--- config.mk ---
export PLATFORM = sky130hd
export DESIGN_NAME = pipe_prefix_adder
export DESIGN_NICKNAME = d
export VERILOG_FILES = /design/src/rtl/pipe_prefix_adder_pkg.sv /design/src/rtl/pipe_prefix_adder_level.sv /design/src/rtl/pipe_prefix_adder.sv
export SDC_FILE = /design/constraint.sdc
export NUM_CORES = 2
export LEC_CHECK = 0
export ABC_CLOCK_PERIOD_IN_PS = 53900
export CORE_MARGIN = 3
export CORE_UTILIZATION = 55
export DETAILED_ROUTE_END_ITERATION = 7
export PLACE_DENSITY = 0.72
export SLEW_MARGIN = 20
export SYNTH_ARGS = -nofsm -noshare
export SYNTH_HDL_FRONTEND = slang
export SYNTH_SLANG_ARGS = --single-unit
--- constraint.sdc ---
create_clock -name clk -period 53.9 [get_ports clk]
set_clock_uncertainty 0.1 [all_clocks]
set_input_delay 13.475 -clock clk [delete_from_list [all_inputs] [get_ports clk]]
set_output_delay 13.475 -clock clk [all_outputs]
set_load 0.1 [all_outputs]
--- src/rtl/pipe_prefix_adder_pkg.sv ---
// Shared constants and elaboration helpers for the pipelined Kogge-Stone adder.
package pipe_prefix_adder_pkg;

  localparam logic OP_ADD = 1'b0;
  localparam logic OP_SUB = 1'b1;

  function automatic int clog2(input int v);
    int r;
    r = 0;
    while ((1 << r) < v) r++;
    return r;
  endfunction

  // Accept-to-out_valid latency: input register plus one register per prefix group.
  function automatic int calc_lat(input int width, input int reg_every);
    return (clog2(width) + reg_every - 1) / reg_every + 1;
  endfunction

endpackage

--- src/rtl/pipe_prefix_adder_level.sv ---
// One Kogge-Stone prefix level: combines (G,P) of bit i with bit i-DIST.
module prefix_level #(
  parameter int WIDTH = 68,
  parameter int DIST  = 1
) (
  input  logic [WIDTH-1:0] g_i,
  input  logic [WIDTH-1:0] p_i,
  output logic [WIDTH-1:0] g_o,
  output logic [WIDTH-1:0] p_o
);

  for (genvar i = 0; i < WIDTH; i++) begin : g_bit
    if (i >= DIST) begin : g_cmb
      assign g_o[i] = g_i[i] | (p_i[i] & g_i[i-DIST]);
      assign p_o[i] = p_i[i] & p_i[i-DIST];
    end else begin : g_pass
      assign g_o[i] = g_i[i];
      assign p_o[i] = p_i[i];
    end
  end

endmodule

--- src/rtl/pipe_prefix_adder.sv ---
// Pipelined Kogge-Stone add/sub with tag sideband and valid/ready flow control.
module pipe_prefix_adder
  import pipe_prefix_adder_pkg::*;
#(
  parameter int WIDTH     = 68,
  parameter int REG_EVERY = 2,
  parameter int TAG_W     = 4
) (
  input  logic             clk,
  input  logic             rst,
  input  logic             in_valid,
  output logic             in_ready,
  input  logic [WIDTH-1:0] a,
  input  logic [WIDTH-1:0] b,
  input  logic             cin,
  input  logic             op,
  input  logic [TAG_W-1:0] tag,
  output logic             out_valid,
  input  logic             out_ready,
  output logic [WIDTH-1:0] sum,
  output logic             cout,
  output logic             ovf,
  output logic             zero,
  output logic [TAG_W-1:0] tag_o
);

  localparam int LEVELS = clog2(WIDTH);
  localparam int NG     = calc_lat(WIDTH, REG_EVERY) - 1;

  // g/p evolve through the prefix levels; p0 and c0 ride along for the sum.
  typedef struct packed {
    logic [WIDTH-1:0] g;
    logic [WIDTH-1:0] p;
    logic [WIDTH-1:0] p0;
    logic             c0;
    logic [TAG_W-1:0] tag;
  } stage_t;

  logic [NG:0]      vld_pipe;
  stage_t [NG:0]    stq;
  stage_t [NG:0]    std;
  logic             stall;
  logic [WIDTH-1:0] bx;
  stage_t           fin;
  logic [WIDTH:0]   c;

  assign bx     = (op == OP_SUB) ? ~b : b;
  assign std[0] = '{g: a & bx, p: a ^ bx, p0: a ^ bx,
                    c0: (op == OP_SUB) ? 1'b1 : cin, tag: tag};

  for (genvar k = 1; k <= LEVELS; k++) begin : g_lvl
    logic [WIDTH-1:0] gi, pi, go, po;
    if ((k - 1) % REG_EVERY == 0) begin : g_src_reg
      assign gi = stq[(k-1)/REG_EVERY].g;
      assign pi = stq[(k-1)/REG_EVERY].p;
    end else begin : g_src_lvl
      assign gi = g_lvl[k-1].go;
      assign pi = g_lvl[k-1].po;
    end
    prefix_level #(.WIDTH(WIDTH), .DIST(1 << (k - 1))) u_lvl (
      .g_i(gi), .p_i(pi), .g_o(go), .p_o(po)
    );
  end

  // Stage s captures the last level of its group; the tail group may be short.
  for (genvar s = 1; s <= NG; s++) begin : g_stg
    localparam int L = (s * REG_EVERY < LEVELS) ? s * REG_EVERY : LEVELS;
    assign std[s] = '{g: g_lvl[L].go, p: g_lvl[L].po, p0: stq[s-1].p0,
                      c0: stq[s-1].c0, tag: stq[s-1].tag};
  end

  always_ff @(posedge clk or posedge rst) begin
    if (rst) begin
      vld_pipe <= '0;
      stq      <= '0;
    end else if (!stall) begin
      vld_pipe <= {vld_pipe[NG-1:0], in_valid};
      stq      <= std;
    end
  end

  assign fin       = stq[NG];
  assign c         = {fin.g | (fin.p & {WIDTH{fin.c0}}), fin.c0};
  assign sum       = fin.p0 ^ c[WIDTH-1:0];
  assign cout      = c[WIDTH];
  assign ovf       = c[WIDTH] ^ c[WIDTH-1];
  assign zero      = ~|sum;
  assign tag_o     = fin.tag;
  assign out_valid = vld_pipe[NG];
  assign stall     = out_valid & ~out_ready;
  assign in_ready  = ~stall;

endmodule

==> flow_summary.toml <==
[run_status]
status = "finished, final reports clean"

[logic_synthesis]
netlist_instances = 4547
ys_seq_area_share_pct = 59.10
yosysUniqueCellTypes = 36
synth-warning-count = 0
syn_nets = 4762
synthesis.area_mm2 = 0.04141
ys_ff_latch = 978
postSynthAreaPerCell_um2 = 9.108

[sta]
fin_crit_sh_pct = 54.50
min_period_ns = 29.37
slew_headroom_pct = 27.39
fin_tns_setup_ns = 0
clock.fmax_mhz = 34.04
final-hold-violation-count = 0
rsz0062_at_grt = "no"
finalSetupViolations = 0
slew_viol_final = 0
finalWorstSetupSlack_ns = 24.53
tightestPinTransition_ns = 1.089

[finish]
layout_commonest_cell = "nand2_1"
stdcell_area_mm2 = 0.04734
nNetsFinal = 4870
stdcell_count = 5688
areaGrowthSynthToFinish_pct = 14.32
drive_above_1_share_pct = 3.976
most-common-layout-cells = "2151 x nand2_1, 977 x dfrtp_1, 232 x a21oi_1, 221 x clkdlybuf4s50_1, 146 x o21ai_0"

[floorplanning]
dieArea_mm2 = 0.07862
pin_count = 223
initial_core_util_pct = 56.09
std_cell_rows = 99
die_y_um = 280.4
fp.coreArea_mm2 = 0.07383
die_w_um = 280.4

[clock_tree]
clockBufferDepth = 3
cts.htree.levels = 3
cts_resized = 0
cts_tree = "built"
cts_setup_buffers = 0
cts_hold_buf = 0
clkSlewWorstSetupHoldPaths_ns = 0.06
clockRootBuffer = "clkbuf_16"
insertion_delay_ns = 0.65
cts.sinks = 978
cts_buffers = 97

[grt]
antenna_found_initial = 0
overflow = 0
grt_use_total_pct = 27.60
grt_pass1_wl_um = 168300
grt_max_degree = 228
grt_pass1_vias = 29628

[detailed_routing]
post-route-drc-count = 0
dr_wl_met3_um = 8078
detail-route-antenna-nets = 0
via_per_inst = 5.520
dr_total_vias = 31395
wl_um = 107500
dr_wl_met2_um = 47440
firstDrtPassIters = 5
routed.top_layer = "met4"
met1_length_um = 49500
drt_iter0_markers = 3574
wire_per_inst_um = 18.90

[worst_setup_path]
cp_max_fo = 102
r2r-start = "vld_pipe[4]"
crit_arrival_ns = 15.80
worst_r2r_endpoint = "g_lvl[5].pi[56]"
crit_path_start = "out_ready"
critPathCaptureType = "output port"
required_ns = 40.33
r2r.worst_path.cells = 7
worst_setup_path_start_kind = "input pin"
path_class = "input pin to output port"
reg2reg_slack_ns = 49.41

[power]
p_switching_mw = 1.355
power_frac_comb_pct = 38.3
p_int_mw = 1.694
seq_power_share_pct = 39.8
ir_drop_v = 0.00006827
leakage_nw = 23.79
clkPwrFrac_pct = 21.9
power_per_cell_area_mw_per_mm2 = 64.41
swShare_pct = 44.44
finalPower_mw = 3.049

[hold_path]
min_to = "tag_o[2]"
min_path_cells = 2
worstHoldStart = "tag_o[2]"
worstHoldPathType = "flip-flop to flip-flop"

[placed_design]
gp_congestion = 0.8536
dp_cells = 5515
dpl_cell_area_mm2 = 0.04417
dp_hpwl_um = 74480
portBuffers = 222
place_worst_setup_slack_ns = 24.54

[job]
drv_cap = 0
cell usage after synthesis:
master | n | area [µm²]
buf_6 | 3 | 33.78
nor2_1 | 84 | 315.3
buf_8 | 1 | 15.01
and4_1 | 1 | 8.760
or3_1 | 4 | 25.02
nor2b_1 | 15 | 93.84
xnor2_1 | 68 | 595.6
buf_1 | 19 | 71.32
buf_2 | 8 | 40.04
a21oi_2 | 6 | 52.55
buf_4 | 5 | 37.54
o21ai_0 | 146 | 730.7
nand3_1 | 60 | 300.3
nand3b_1 | 1 | 7.510
and3_1 | 8 | 50.05
a21oi_1 | 232 | 1161
a31oi_1 | 8 | 50.05
a22o_1 | 8 | 70.07
a32o_1 | 16 | 160.2
nor4_1 | 15 | 93.84
nand2b_1 | 1 | 6.260
inv_1 | 15 | 56.30
mux2_2 | 7 | 78.83
o31ai_1 | 67 | 503.0
o21bai_1 | 5 | 37.54
dfrtp_1 | 978 | 24470
nor4_2 | 1 | 12.51
o211ai_1 | 70 | 525.5
nand2_1 | 2151 | 8074
nand4_1 | 12 | 75.07
a21o_1 | 120 | 900.9
o21a_1 | 70 | 525.5
xor2_1 | 68 | 595.6
ha_1 | 69 | 863.3
nor3_1 | 2 | 10.01
clkbuf_1 | 203 | 762.0
worst max path at each step:
| stage | end |
|---|---|
| floorplan | c[0] |
| global placement | in_ready |
| detailed placement | in_ready |
| CTS | in_ready |
| global route | in_ready |
| finish | in_ready |
logic make-up (layout without fill, tap and decap cells):
logic type	Yosys count	count (layout)	share of synthesized area, %
adders and majority gates	69	69	2.085
and+or+nand+nor	2355	2355	21.91
muxes	7	7	0.1904
xor gates and xnor gates	136	136	2.876
DFF	978	978	59.10
AOI/OAI and AO/OA	748	748	11.39
buffers and inverters	254	435	2.453
other	0	1	0
state kept, by name, indices dropped and copies added, names as in the netlist:
name	count
tag_o	4
c	1
fin	203
g_lvl.pi	204
std	289
vld_pipe	5
g_lvl.gi	272
critical path, cell delays in order:
cell             delay [ns]
clkdlybuf4s50_1        0.50
nor2b_4                0.07
inv_8                  0.32
clkdlybuf4s50_1        1.26
power groups by stage:
stage,combinational (mW),clock [mW],sequential (mW)
CTS,1.17,0.677,1.21
floorplan,0.889,0,1.13
global placement,1.15,0,1.21
finish,1.17,0.667,1.21
detailed placement,1.17,0,1.22
global route,1.26,0.708,1.24
routing by layer:
layer | vias to the layer above | global-route usage, %
li1 | 15005 | -
met2 | 917 | 40.37
met4 | 0 | 7.261
met3 | 143 | 5.450
met5 | - | 0
met1 | 15330 | 42.44
cell type report:
type	instances	area, µm²
Clock buffer	158	2999
Fill cell	6273	26480
Multi-Input combinational cell	3315	15930
Tap cell	959	1200
Antenna cell	1	2.502
Sequential cell	978	24470
Timing Repair Buffer	248	2494
Inverter	15	71.32
Clock inverter	14	171.4
through the flow:
stage | util [%] | hold WS [ns]
after floorplan | - | 0.3300
after global placement | 59.82 | 0.3446
after detailed placement | 59.82 | 0.3528
after CTS | 64.12 | 0.3663
after global routing | 64.12 | 0.3782
final | 64.13 | 0.3618
Power figures use the tool's default switching activity.
